`src/rtl/sa_pkg.sv`:
```
// Shared definitions for the simulated-annealing acceptance path: constants,
// controller state encoding and IEEE-754 single-precision field helpers.
package sa_pkg;

    localparam logic [31:0] FP_ONE    = 32'h3f800000;
    localparam logic [23:0] LFSR_TAPS = 24'hE10000;
    localparam logic [24:0] EFIX_ONE  = 25'h1000000;

    typedef enum logic [2:0] {
        IDLE,
        MUL,
        LAUNCH,
        WAIT_LO,
        WAIT_HI,
        DECIDE,
        RESP
    } sa_accept_state_t;

    function automatic logic fp_sign(input logic [31:0] f);
        return f[31];
    endfunction

    function automatic logic [7:0] fp_exp(input logic [31:0] f);
        return f[30:23];
    endfunction

    function automatic logic [22:0] fp_man(input logic [31:0] f);
        return f[22:0];
    endfunction

endpackage

```
`src/rtl/sa_accept_if.sv`:
```
// Request, negexp and decision signals of the acceptance controller.
// slave = controller view, master = upstream/negexp/downstream view.
interface sa_accept_if;
    logic        req_valid;
    logic        req_ready;
    logic [31:0] req_delta;
    logic [31:0] req_neg_inv_temp;
    logic [31:0] nx_inp;
    logic        nx_inp_valid;
    logic [31:0] nx_out;
    logic        nx_out_valid;
    logic        dec_valid;
    logic        dec_ready;
    logic        dec_accept;
    logic        dec_fast;

    modport slave (
        input  req_valid, req_delta, req_neg_inv_temp, nx_out, nx_out_valid, dec_ready,
        output req_ready, nx_inp, nx_inp_valid, dec_valid, dec_accept, dec_fast
    );

    modport master (
        output req_valid, req_delta, req_neg_inv_temp, nx_out, nx_out_valid, dec_ready,
        input  req_ready, nx_inp, nx_inp_valid, dec_valid, dec_accept, dec_fast
    );
endinterface

```
`src/rtl/floating_point_mult.sv`:
```
// Single-precision multiplier, one-cycle latency, round-to-nearest-even,
// denormals flushed to zero.
module floating_point_mult
    import sa_pkg::*;
(
    input  logic        aclk,
    input  logic        aresetn,
    input  logic        s_axis_a_tvalid,
    input  logic [31:0] s_axis_a_tdata,
    input  logic        s_axis_b_tvalid,
    input  logic [31:0] s_axis_b_tdata,
    output logic        m_axis_result_tvalid,
    output logic [31:0] m_axis_result_tdata
);
    logic        sign;
    logic [7:0]  ea, eb;
    logic [22:0] ma, mb, man;
    logic [47:0] prod, norm;
    logic        round_up;
    logic [24:0] mant_r;
    logic [9:0]  e_sum;
    logic        a_nan, b_nan, a_inf, b_inf, a_zero, b_zero;
    logic [31:0] res;
    logic        tvalid_q, tvalid_d;
    logic [31:0] result_q, result_d;

    always_comb begin
        sign     = fp_sign(s_axis_a_tdata) ^ fp_sign(s_axis_b_tdata);
        ea       = fp_exp(s_axis_a_tdata);
        eb       = fp_exp(s_axis_b_tdata);
        ma       = fp_man(s_axis_a_tdata);
        mb       = fp_man(s_axis_b_tdata);
        prod     = 48'({1'b1, ma}) * 48'({1'b1, mb});
        norm     = prod[47] ? prod : {prod[46:0], 1'b0};
        round_up = norm[23] & ((|norm[22:0]) | norm[24]);
        mant_r   = {1'b0, norm[47:24]} + {24'd0, round_up};
        // Exponent kept biased by 127 twice so the range tests stay unsigned.
        e_sum    = {2'b0, ea} + {2'b0, eb} + {9'd0, prod[47]} + {9'd0, mant_r[24]};
        man      = mant_r[24] ? mant_r[23:1] : mant_r[22:0];
        a_nan    = (ea == 8'hFF) && (ma != 23'd0);
        b_nan    = (eb == 8'hFF) && (mb != 23'd0);
        a_inf    = (ea == 8'hFF) && (ma == 23'd0);
        b_inf    = (eb == 8'hFF) && (mb == 23'd0);
        a_zero   = (ea == 8'h00);
        b_zero   = (eb == 8'h00);

        if (a_nan || b_nan || (a_inf && b_zero) || (b_inf && a_zero)) begin
            res = 32'h7FC00000;
        end else if (a_inf || b_inf || (e_sum >= 10'd382)) begin
            res = {sign, 8'hFF, 23'd0};
        end else if (a_zero || b_zero || (e_sum <= 10'd127)) begin
            res = {sign, 31'd0};
        end else begin
            res = {sign, 8'(e_sum - 10'd127), man};
        end

        tvalid_d = s_axis_a_tvalid & s_axis_b_tvalid;
        result_d = tvalid_d ? res : result_q;
    end

    always_ff @(posedge aclk or negedge aresetn) begin
        if (!aresetn) begin
            tvalid_q <= 1'b0;
            result_q <= 32'd0;
        end else begin
            tvalid_q <= tvalid_d;
            result_q <= result_d;
        end
    end

    assign m_axis_result_tvalid = tvalid_q;
    assign m_axis_result_tdata  = result_q;
endmodule

```
`src/rtl/sa_lfsr24.sv`:
```
// 24-bit Galois LFSR (x^24+x^23+x^22+x^17+1) used as the uniform variate source.
module sa_lfsr24
    import sa_pkg::*;
#(
    parameter logic [23:0] SEED = 24'hACE1
) (
    input  logic        clk,
    input  logic        rst_n,
    input  logic        step,
    output logic [23:0] state
);
    logic [23:0] state_q, state_d;

    always_comb begin
        state_d = state_q;
        if (step) begin
            state_d = {1'b0, state_q[23:1]} ^ (state_q[0] ? LFSR_TAPS : 24'h0);
        end
    end

    always_ff @(posedge clk or negedge rst_n) begin
        if (!rst_n) begin
            state_q <= SEED;
        end else begin
            state_q <= state_d;
        end
    end

    assign state = state_q;
endmodule

```
`src/rtl/sa_accept.sv`:
```
// Metropolis acceptance controller: x = delta * (-1/T), e = negexp(x),
// accept when the LFSR variate is below e in Q0.24.
module sa_accept
    import sa_pkg::*;
#(
    parameter logic [23:0] SEED = 24'hACE1
) (
    input  logic           clk,
    input  logic           rst_n,
    sa_accept_if.slave     bus
);
    sa_accept_state_t state_q, state_d;
    logic [31:0] delta_q, delta_d;
    logic [31:0] nit_q, nit_d;
    logic        mul_start_q, mul_start_d;
    logic [31:0] nx_inp_q, nx_inp_d;
    logic        nx_inp_valid_q, nx_inp_valid_d;
    logic [31:0] e_q, e_d;
    logic        dec_valid_q, dec_valid_d;
    logic        dec_accept_q, dec_accept_d;
    logic        dec_fast_q, dec_fast_d;
    logic [23:0] rnd;
    logic        lfsr_step;
    logic        mul_tvalid;
    logic [31:0] mul_tdata;

    function automatic logic [24:0] to_efix(input logic [31:0] f);
        logic [7:0]  ex;
        logic [24:0] r;
        ex = fp_exp(f);
        r  = 25'd0;
        if (fp_sign(f)) begin
            r = 25'd0;
        end else if (ex >= fp_exp(FP_ONE)) begin
            r = EFIX_ONE;
        end else if (ex >= 8'd103) begin
            r = {1'b0, 1'b1, fp_man(f)} >> 5'(8'd126 - ex);
        end
        return r;
    endfunction

    function automatic logic is_nonpos(input logic [31:0] f);
        return fp_sign(f) || (f[30:0] == 31'd0);
    endfunction

    // The variate advances only on the cycle e is captured.
    assign lfsr_step = (state_q == WAIT_HI) && bus.nx_out_valid;

    sa_lfsr24 #(.SEED(SEED)) u_lfsr (
        .clk   (clk),
        .rst_n (rst_n),
        .step  (lfsr_step),
        .state (rnd)
    );

    floating_point_mult u_mult (
        .aclk                 (clk),
        .aresetn              (rst_n),
        .s_axis_a_tvalid      (mul_start_q),
        .s_axis_a_tdata       (delta_q),
        .s_axis_b_tvalid      (mul_start_q),
        .s_axis_b_tdata       (nit_q),
        .m_axis_result_tvalid (mul_tvalid),
        .m_axis_result_tdata  (mul_tdata)
    );

    always_comb begin
        state_d        = state_q;
        delta_d        = delta_q;
        nit_d          = nit_q;
        mul_start_d    = 1'b0;
        nx_inp_d       = nx_inp_q;
        nx_inp_valid_d = nx_inp_valid_q;
        e_d            = e_q;
        dec_valid_d    = dec_valid_q;
        dec_accept_d   = dec_accept_q;
        dec_fast_d     = dec_fast_q;
        case (state_q)
            IDLE: begin
                if (bus.req_valid) begin
                    delta_d = bus.req_delta;
                    nit_d   = bus.req_neg_inv_temp;
                    if (is_nonpos(bus.req_delta)) begin
                        state_d      = RESP;
                        dec_valid_d  = 1'b1;
                        dec_accept_d = 1'b1;
                        dec_fast_d   = 1'b1;
                    end else begin
                        state_d     = MUL;
                        mul_start_d = 1'b1;
                    end
                end
            end
            MUL: begin
                if (mul_tvalid) begin
                    nx_inp_d       = mul_tdata;
                    nx_inp_valid_d = 1'b1;
                    state_d        = LAUNCH;
                end
            end
            // negexp takes the launch on the first cycle it reports idle.
            LAUNCH: begin
                if (bus.nx_out_valid) begin
                    nx_inp_valid_d = 1'b0;
                    state_d        = WAIT_LO;
                end
            end
            WAIT_LO: begin
                if (!bus.nx_out_valid) begin
                    state_d = WAIT_HI;
                end
            end
            WAIT_HI: begin
                if (bus.nx_out_valid) begin
                    e_d     = bus.nx_out;
                    state_d = DECIDE;
                end
            end
            DECIDE: begin
                dec_valid_d  = 1'b1;
                dec_accept_d = ({1'b0, rnd} < to_efix(e_q));
                dec_fast_d   = 1'b0;
                state_d      = RESP;
            end
            RESP: begin
                if (bus.dec_ready) begin
                    dec_valid_d = 1'b0;
                    state_d     = IDLE;
                end
            end
            default: state_d = IDLE;
        endcase
    end

    always_ff @(posedge clk or negedge rst_n) begin
        if (!rst_n) begin
            state_q        <= IDLE;
            delta_q        <= 32'd0;
            nit_q          <= 32'd0;
            mul_start_q    <= 1'b0;
            nx_inp_q       <= 32'd0;
            nx_inp_valid_q <= 1'b0;
            e_q            <= 32'd0;
            dec_valid_q    <= 1'b0;
            dec_accept_q   <= 1'b0;
            dec_fast_q     <= 1'b0;
        end else begin
            state_q        <= state_d;
            delta_q        <= delta_d;
            nit_q          <= nit_d;
            mul_start_q    <= mul_start_d;
            nx_inp_q       <= nx_inp_d;
            nx_inp_valid_q <= nx_inp_valid_d;
            e_q            <= e_d;
            dec_valid_q    <= dec_valid_d;
            dec_accept_q   <= dec_accept_d;
            dec_fast_q     <= dec_fast_d;
        end
    end

    assign bus.req_ready    = (state_q == IDLE);
    assign bus.nx_inp       = nx_inp_q;
    assign bus.nx_inp_valid = nx_inp_valid_q;
    assign bus.dec_valid    = dec_valid_q;
    assign bus.dec_accept   = dec_accept_q;
    assign bus.dec_fast     = dec_fast_q;
endmodule

```
`src/flat_wrapper.sv`:
```
// flat-port wrapper written by rule: the top's interface ports become plain ports
module sa_accept_flat import sa_pkg::*;
#(
    parameter logic [23:0] SEED = 24'hACE1
)
  (clk, rst_n, bus_req_valid, bus_req_delta, bus_req_neg_inv_temp, bus_nx_out, bus_nx_out_valid, bus_dec_ready, bus_req_ready, bus_nx_inp, bus_nx_inp_valid, bus_dec_valid, bus_dec_accept, bus_dec_fast);
  sa_accept_if bus_i ();
  input  logic clk;
  input  logic rst_n;
  input wire logic [$bits(bus_i.req_valid)-1:0] bus_req_valid;
  input wire logic [$bits(bus_i.req_delta)-1:0] bus_req_delta;
  input wire logic [$bits(bus_i.req_neg_inv_temp)-1:0] bus_req_neg_inv_temp;
  input wire logic [$bits(bus_i.nx_out)-1:0] bus_nx_out;
  input wire logic [$bits(bus_i.nx_out_valid)-1:0] bus_nx_out_valid;
  input wire logic [$bits(bus_i.dec_ready)-1:0] bus_dec_ready;
  output wire logic [$bits(bus_i.req_ready)-1:0] bus_req_ready;
  output wire logic [$bits(bus_i.nx_inp)-1:0] bus_nx_inp;
  output wire logic [$bits(bus_i.nx_inp_valid)-1:0] bus_nx_inp_valid;
  output wire logic [$bits(bus_i.dec_valid)-1:0] bus_dec_valid;
  output wire logic [$bits(bus_i.dec_accept)-1:0] bus_dec_accept;
  output wire logic [$bits(bus_i.dec_fast)-1:0] bus_dec_fast;
  assign bus_i.req_valid = bus_req_valid;
  assign bus_i.req_delta = bus_req_delta;
  assign bus_i.req_neg_inv_temp = bus_req_neg_inv_temp;
  assign bus_i.nx_out = bus_nx_out;
  assign bus_i.nx_out_valid = bus_nx_out_valid;
  assign bus_i.dec_ready = bus_dec_ready;
  assign bus_req_ready = bus_i.req_ready;
  assign bus_nx_inp = bus_i.nx_inp;
  assign bus_nx_inp_valid = bus_i.nx_inp_valid;
  assign bus_dec_valid = bus_i.dec_valid;
  assign bus_dec_accept = bus_i.dec_accept;
  assign bus_dec_fast = bus_i.dec_fast;
  sa_accept #(.SEED(SEED)) u_core (.clk(clk), .rst_n(rst_n), .bus(bus_i));
endmodule
```
`config.mk`:
```
export PLATFORM = sky130hd
export DESIGN_NAME = sa_accept_flat
export DESIGN_NICKNAME = d
export VERILOG_FILES = /design/src/rtl/sa_pkg.sv /design/src/rtl/sa_accept_if.sv /design/src/rtl/floating_point_mult.sv /design/src/rtl/sa_lfsr24.sv /design/src/rtl/sa_accept.sv /design/src/flat_wrapper.sv
export SDC_FILE = /design/constraint.sdc
export NUM_CORES = 2
export LEC_CHECK = 0
export ABC_AREA = 0
export CAP_MARGIN = 10
export CORE_ASPECT_RATIO = 1.25
export CORE_MARGIN = 4
export CORE_UTILIZATION = 30
export DETAILED_ROUTE_END_ITERATION = 12
export DONT_BUFFER_PORTS = 1
export PLACE_DENSITY = 0.54
export SETUP_SLACK_MARGIN = 0.1
export SYNTH_ARGS = -nofsm -noshare
export SYNTH_HDL_FRONTEND = slang
export SYNTH_SLANG_ARGS = --single-unit
```
`constraint.sdc`:
```
create_clock -name clk -period 15.2 [get_ports clk]
set_input_delay 3.8 -clock clk [delete_from_list [all_inputs] [get_ports clk]]
set_output_delay 3.8 -clock clk [all_outputs]
set_load 0.05 [all_outputs]
```
Word level (Yosys, flattened, before mapping)
Cells that the tools add are included.
W data, S select, Z words.
Word-level totals
  output and inout port bits: 37
  register bits: 193
  input port bits: 101
  word-level logic and storage cells: 109
Cells by class
  add/subtract/negate cells: 6
  multiply operators: 1
  bitwise logic cells: 4
  equal/unequal tests: 15
  magnitude comparators: 5
  shifts and indexed selects: 1
  reduce and logical (&&, ||, !) cells: 34
  mux-type cells: 30
Operators with widths (number)
  $mux W25: 4
  $mux W31: 2
  $mul A24 B24 Y48: 1
  $mux W48: 1
  $logic_not A23 Y1: 2
  $reduce_bool A23 Y1: 2
  $mux W32: 1
  $logic_not A31 Y1: 1
  $add A24 B1 Y25: 1
  $lt A24 B25 Y1: 1
  $shr A24 B5 Y25: 1
  $mux W24: 1
  $xor A23 B24 Y24: 1
  $mux W23: 1
  $reduce_or A23 Y1: 1
  $mux W3: 7
  $pmux W3 S7: 1
  $eq A8 B8 Y1 const B: 2
  $ge A8 B7 Y1 const B: 2
  $logic_not A8 Y1: 2
  $ne A2 B2 Y1 const B: 6
  $add A10 B1 Y10: 1
  $add A9 B1 Y10: 1
  $ge A10 B9 Y1 const B: 1
  23 further kinds: 52

Longest topological paths before layout
  word-level depth: 12
  mapped depth: 53
  depth with buffers taken out: 45

Hierarchy
From an unflattened synthesis, not the netlist that was laid out.
Second synthesis, totals
  cell total of the unflattened synthesis: 3283
  area, all modules: 30709.5 µm²
By module, submodules not included
  floating_point_mult: cells an instance 2661, instances 1, area each 22562.9 µm²
  sa_accept: cells an instance 565, instances 1, area each 7151.9 µm²
  sa_lfsr24: cells an instance 57, instances 1, area each 994.7 µm²

Worst setup path before layout
No wires, ideal clock.
  kind: register to register
  start point: reg u_core.nit_q[4]
  end point: reg u_core.u_mult.result_q[3], in the netlist u_core.u_mult.m_axis_result_tdata[3]
  path slack: 2681 ps
  data arrival time: 12441 ps
  stages on the path, launching flop included: 53
  library setup time: 78 ps
  path buffers: 7
  clock period less this slack: 12519 ps
  cell sequence: dfrtp_1 clkbuf_1 clkbuf_1 nand2_1 fa_1 inv_1 fa_1 inv_1 fa_1 inv_1 fa_1 inv_1 fa_1 inv_1 fa_1 inv_1 fa_1 inv_1 [... 17 more ...] buf_6 xnor2_1 ha_1 ha_1 fa_1 a21o_1 a21oi_1 o21bai_1 a21oi_1 o21bai_1 a21oi_1 xnor2_1 a21oi_1 and3b_1 clkbuf_1 and2_0 nand2_2 o2bb2ai_1
Between the ends
  cells in the longest elaborated chain, start to end: 12
  elaborated cells on any way between the ends: 25
RTL lines
  start, declared: line sa_accept.sv:14  | logic [31:0] nit_q, nit_d;
  start signal, assigned: line sa_accept.sv:150  | nit_q <= nit_d;
  $mul A24 B24 Y48: line floating_point_mult.sv:33  | prod = 48'({1'b1, ma}) * 48'({1'b1, mb});
  $mux W48: line floating_point_mult.sv:34  | norm = prod[47] ? prod : {prod[46:0], 1'b0};
  $reduce_or A23 Y1: line floating_point_mult.sv:35  | round_up = norm[23] & ((|norm[22:0]) | norm[24]);
  $or A1 B1 Y1: line floating_point_mult.sv:35
  $and A1 B1 Y1: line floating_point_mult.sv:35
  $add A24 B1 Y25: line floating_point_mult.sv:36  | mant_r = {1'b0, norm[47:24]} + {24'd0, round_up};
  $add A10 B1 Y10: line floating_point_mult.sv:38  | e_sum = {2'b0, ea} + {2'b0, eb} + {9'd0, prod[47]} + {9'd0, mant_r[24]};
  $le A10 B7 Y1: line floating_point_mult.sv:51  | end else if (a_zero || b_zero || (e_sum <= 10'd127)) begin
  $logic_or A1 B1 Y1: line floating_point_mult.sv:51
  $mux W31: line floating_point_mult.sv:51
  $mux W31: line floating_point_mult.sv:49  | end else if (a_inf || b_inf || (e_sum >= 10'd382)) begin
  $mux W32 *: line floating_point_mult.sv:47  | if (a_nan || b_nan || (a_inf && b_zero) || (b_inf && a_zero)) begin
  end signal, assigned: line floating_point_mult.sv:67  | result_q <= result_d;
  end, declared: line floating_point_mult.sv:25  | logic [31:0] result_q, result_d;
Every way passes the cells marked *; elsewhere a longest branch is shown, timed or not.
A chain may end at the register's enable or synchronous reset.

Final worst setup path
  start point: reg u_core.nit_q[8]
  end point: reg u_core.u_mult.result_q[21], in the netlist u_core.u_mult.m_axis_result_tdata[21]
Same word-level chain as after synthesis.

==> results.md <==
- CP Capture Type: flop
- Design Area, Final: 32600 um^2
- Reg2Reg Setup Slack: 1350 ps
- Period minus WS final: 13850 ps
- Syn Inst Count: 3337
- HP Start: u_core.u_mult.m_axis_result_tdata[18]
- IO buf count: 0
- Startpoint Class: flop
- Count of pins over their slew limit: 0
- Gr usage total: 17.1%
- Fmax: 0.0722 GHz
- Vias in the first global route: 23839
- Gpl congestion: 0.884
- Syn_area_per_cell: 9.17 um^2
- Root Driver: clkbuf_16
- Clock skew: 22.7 ps
- Final ANT Viol Nets: 0
- Die Y: 365 um
- Drt initial violations: 1300
- Area of the mapped netlist: 30600 um^2
- Crit-path slowest cell: dfrtp_1
- Crit share post-route: 91.1%
- Dpl hpwl: 71900 um
- Non-Filler Instances: 4560
- Number of synthesized flops with an enable pin: 0
- Largest net degree at the start of global routing: 194
- Residual DRC count: 0
- Max cap viols: 0
- Register-to-Register Path Depth: 45
- WL/cell: 19.6 um
- RR Endpoint: u_core.u_mult.m_axis_result_tdata[21]
- Routed vias/inst: 4.94
- Initial antenna violation count: 7
- Area Overhead vs Synth: 6.50%
- Die ar.: 107000 um^2
- Syn Nets: 4139
- Util after Layout: 32.3%
- Cell mode on critical path: fa_1
- CTS sink count: 193
- RSZ-0062 raised after global routing: no
- Crit path required time: 15630 ps
- HP Class: reg -> reg
- Worst Tran Pin Value: 1230 ps
- Setup Buffers After CTS: 0
- Crit Path Class: reg -> reg
- Largest fanout on the critical path: 17
- Final setup vio count: 0
- TritonCTS clock tree: done
- Worst hold endpoint: u_core.u_mult.m_axis_result_tdata[18]
- Drt pass-1 iters: 6
- Detailed Route WL: 89200 um
- Max clock buf depth: 2
- Synth unique cells: 94
- Placed Cells incl. Taps: 4525
- Post_cts resized: 0
- Layout cells sized above 1: 8.40%
- Yosys reg bits: 193
- Worst path max stage delay: 830 ps
- Die X: 294 um
- Hold Buf Count CTS: 0
- Status: finished clean
- Congestion Overflow GR: 0
- Placed inst area: 31900 um^2
- H-tree Lvls: 4
- Final Hold Viols: 0
- Initial core utilization: 30.4%
- # IOs: 138
- Normalized max-slew margin: 18.1%
- Crit path DAT: 14280 ps
- CTS buffer count: 17
- Register area share after synthesis: 15.8%
- Hold depth: 1
- RR Startpoint: u_core.nit_q[8]
- Async SR Flop Fraction: 100%
- Main synth FF type: dfrtp_1
- Yosys warning total: 0
- Clock Latency Late Sink: 520 ps
- CTS clock-pin slew for the worst setup and hold paths: 100 ps
- Fill cell count: 10565
- First-pass GRT wire length: 142000 um
- Area of the core: 101000 um^2
- FP Rows: 130
- Routed vias: 22536
- Final setup TNS: 0 ps
- Nets: 4027
state kept, by name, indices dropped and copies added (netlist names):
signal,cells
u_core.u_lfsr.state,24
u_core.u_mult.m_axis_result_tdata,32
u_core.state_q,3
u_core.bus.dec_accept,1
u_core.nit_q,32
u_core.bus.nx_inp,32
u_core.bus.dec_valid,1
u_core.e_q,32
u_core.bus.nx_inp_valid,1
u_core.bus.dec_fast,1
u_core.mul_start_q,1
u_core.delta_q,32
u_core.u_mult.m_axis_result_tvalid,1
per-layer routing:
layer  global-route usage [%]  share of wire [%]  vias to the layer above
met5                        0             0.0090                        -
met4                     5.68                3.0                        2
met3                     4.21                6.8                      114
met2                     29.5                 49                      620
met1                     20.9                 41                    11444
li1                         -                  -                    10356
metrics by stage:
step	hold slack [ps]	setup slack, ps
3_5_place_dp	470	1460
6_report	485	1350
5_1_grt	507	563
3_3_place_gp	469	1610
2_1_floorplan	352	2680
4_1_cts	491	1420
synthesized netlist by cell type, types with 5 or more instances:
master       n  area share (%)
nor3_1      26            0.42
a2111oi_0    8            0.23
xor2_1      19            0.54
mux2_2     140             5.1
o21ai_1      6           0.098
o211ai_1    15            0.37
o21a_1      11            0.27
a21oi_1    100             1.6
xnor2_1     55             1.6
o2bb2ai_1   22            0.63
dfrtp_1    185              15
nor2_1     140             1.7
dfstp_2      8            0.69
a211oi_1    12            0.29
o21bai_1    14            0.34
clkbuf_1   147             1.8
inv_1      600             7.4
nand3_1     30            0.49
fa_1       483              32
and4_1       8            0.23
a21boi_0     5            0.12
nor4_1      36            0.74
o22ai_1      7            0.14
nand2b_1     6            0.12
nor2b_1     15            0.31
a31oi_1     10            0.20
buf_2       13            0.21
and2_1     252             5.1
nand2_1    419             5.1
and3_1       6            0.12
nand4_1     42            0.86
a21o_1      26            0.64
o21ai_0     79             1.3
buf_1        9            0.11
mux4_2       8            0.59
ha_1       218             8.9
mux2i_1     34             1.1
or3_1        9            0.18
a221o_1      7            0.23
critical path, delay by kind of cell (launching register included):
kind,cells,cell delay [ps]
adders and majority gates,12,5020
buffers and inverters,7,990
AOI/OAI and AO/OA,14,3160
muxes,1,150
and+or+nand+nor,9,3250
DFF,1,830
xor gates and xnor gates,2,330
cell families (layout without fill, tap and decap cells):
logic type      count (synthesis)  count (layout)  share of synthesized area [%]
fa+ha+maj                     701             701                           40.5
compound gates                383             383                           8.53
simple gates                 1025            1025                           16.5
other cells                     0               2                              0
mux                           183             183                           6.89
xor+xnor                       74              74                           2.12
flops                         193             193                           15.8
buf+inv                       778             679                           9.66
how the worst max path moves through the flow:
| stage | start | endpoint | slack, ps | cells after the start |
|---|---|---|---|---|
| detailed placement | u_core.nit_q[0] | u_core.u_mult.m_axis_result_tdata[15] | 1460 | 43 |
| global placement | u_core.nit_q[0] | u_core.u_mult.m_axis_result_tdata[7] | 1610 | 43 |
| finish | u_core.nit_q[8] | u_core.u_mult.m_axis_result_tdata[21] | 1350 | 45 |
| global route | u_core.nit_q[0] | u_core.u_mult.m_axis_result_tdata[17] | 560 | 43 |
| CTS | u_core.nit_q[8] | u_core.u_mult.m_axis_result_tdata[19] | 1420 | 45 |
| floorplan | u_core.nit_q[4] | u_core.u_mult.m_axis_result_tdata[3] | 2680 | 52 |
layout by cell type (no fill, tap or decap), types with 17 or more instances in the layout:
master,synthesis,layout
o2bb2ai_1,22,22
o21ai_0,79,79
inv_1,600,600
nor4_1,36,36
dfrtp_1,185,185
clkbuf_16,0,17
and2_1,252,251
xor2_1,19,18
xnor2_1,55,55
a21o_1,26,26
nand4_1,42,42
mux2i_1,34,34
mux2_2,140,140
nor3_1,26,25
buf_4,4,42
nand3_1,30,30
nor2_1,140,139
a21oi_1,100,100
fa_1,483,483
nand2_1,419,419
ha_1,218,218
cell type report:
| cell class | count | area (um^2) | share of cell area, % |
|---|---|---|---|
| Multi-Input combinational cell | 2366 | 22900 | 70.1 |
| Clock inverter | 15 | 219 | 0.672 |
| Inverter | 604 | 2270 | 6.95 |
| Clock buffer | 17 | 425 | 1.30 |
| Timing Repair Buffer | 43 | 343 | 1.05 |
| Tap cell | 1320 | 1650 | 5.07 |
| Antenna cell | 2 | 5.00 | 0.0153 |
| Sequential cell | 193 | 4840 | 14.8 |
Power is not shown: default switching activity piles up to over one toggle a cycle in this logic, so the estimate is an artifact.
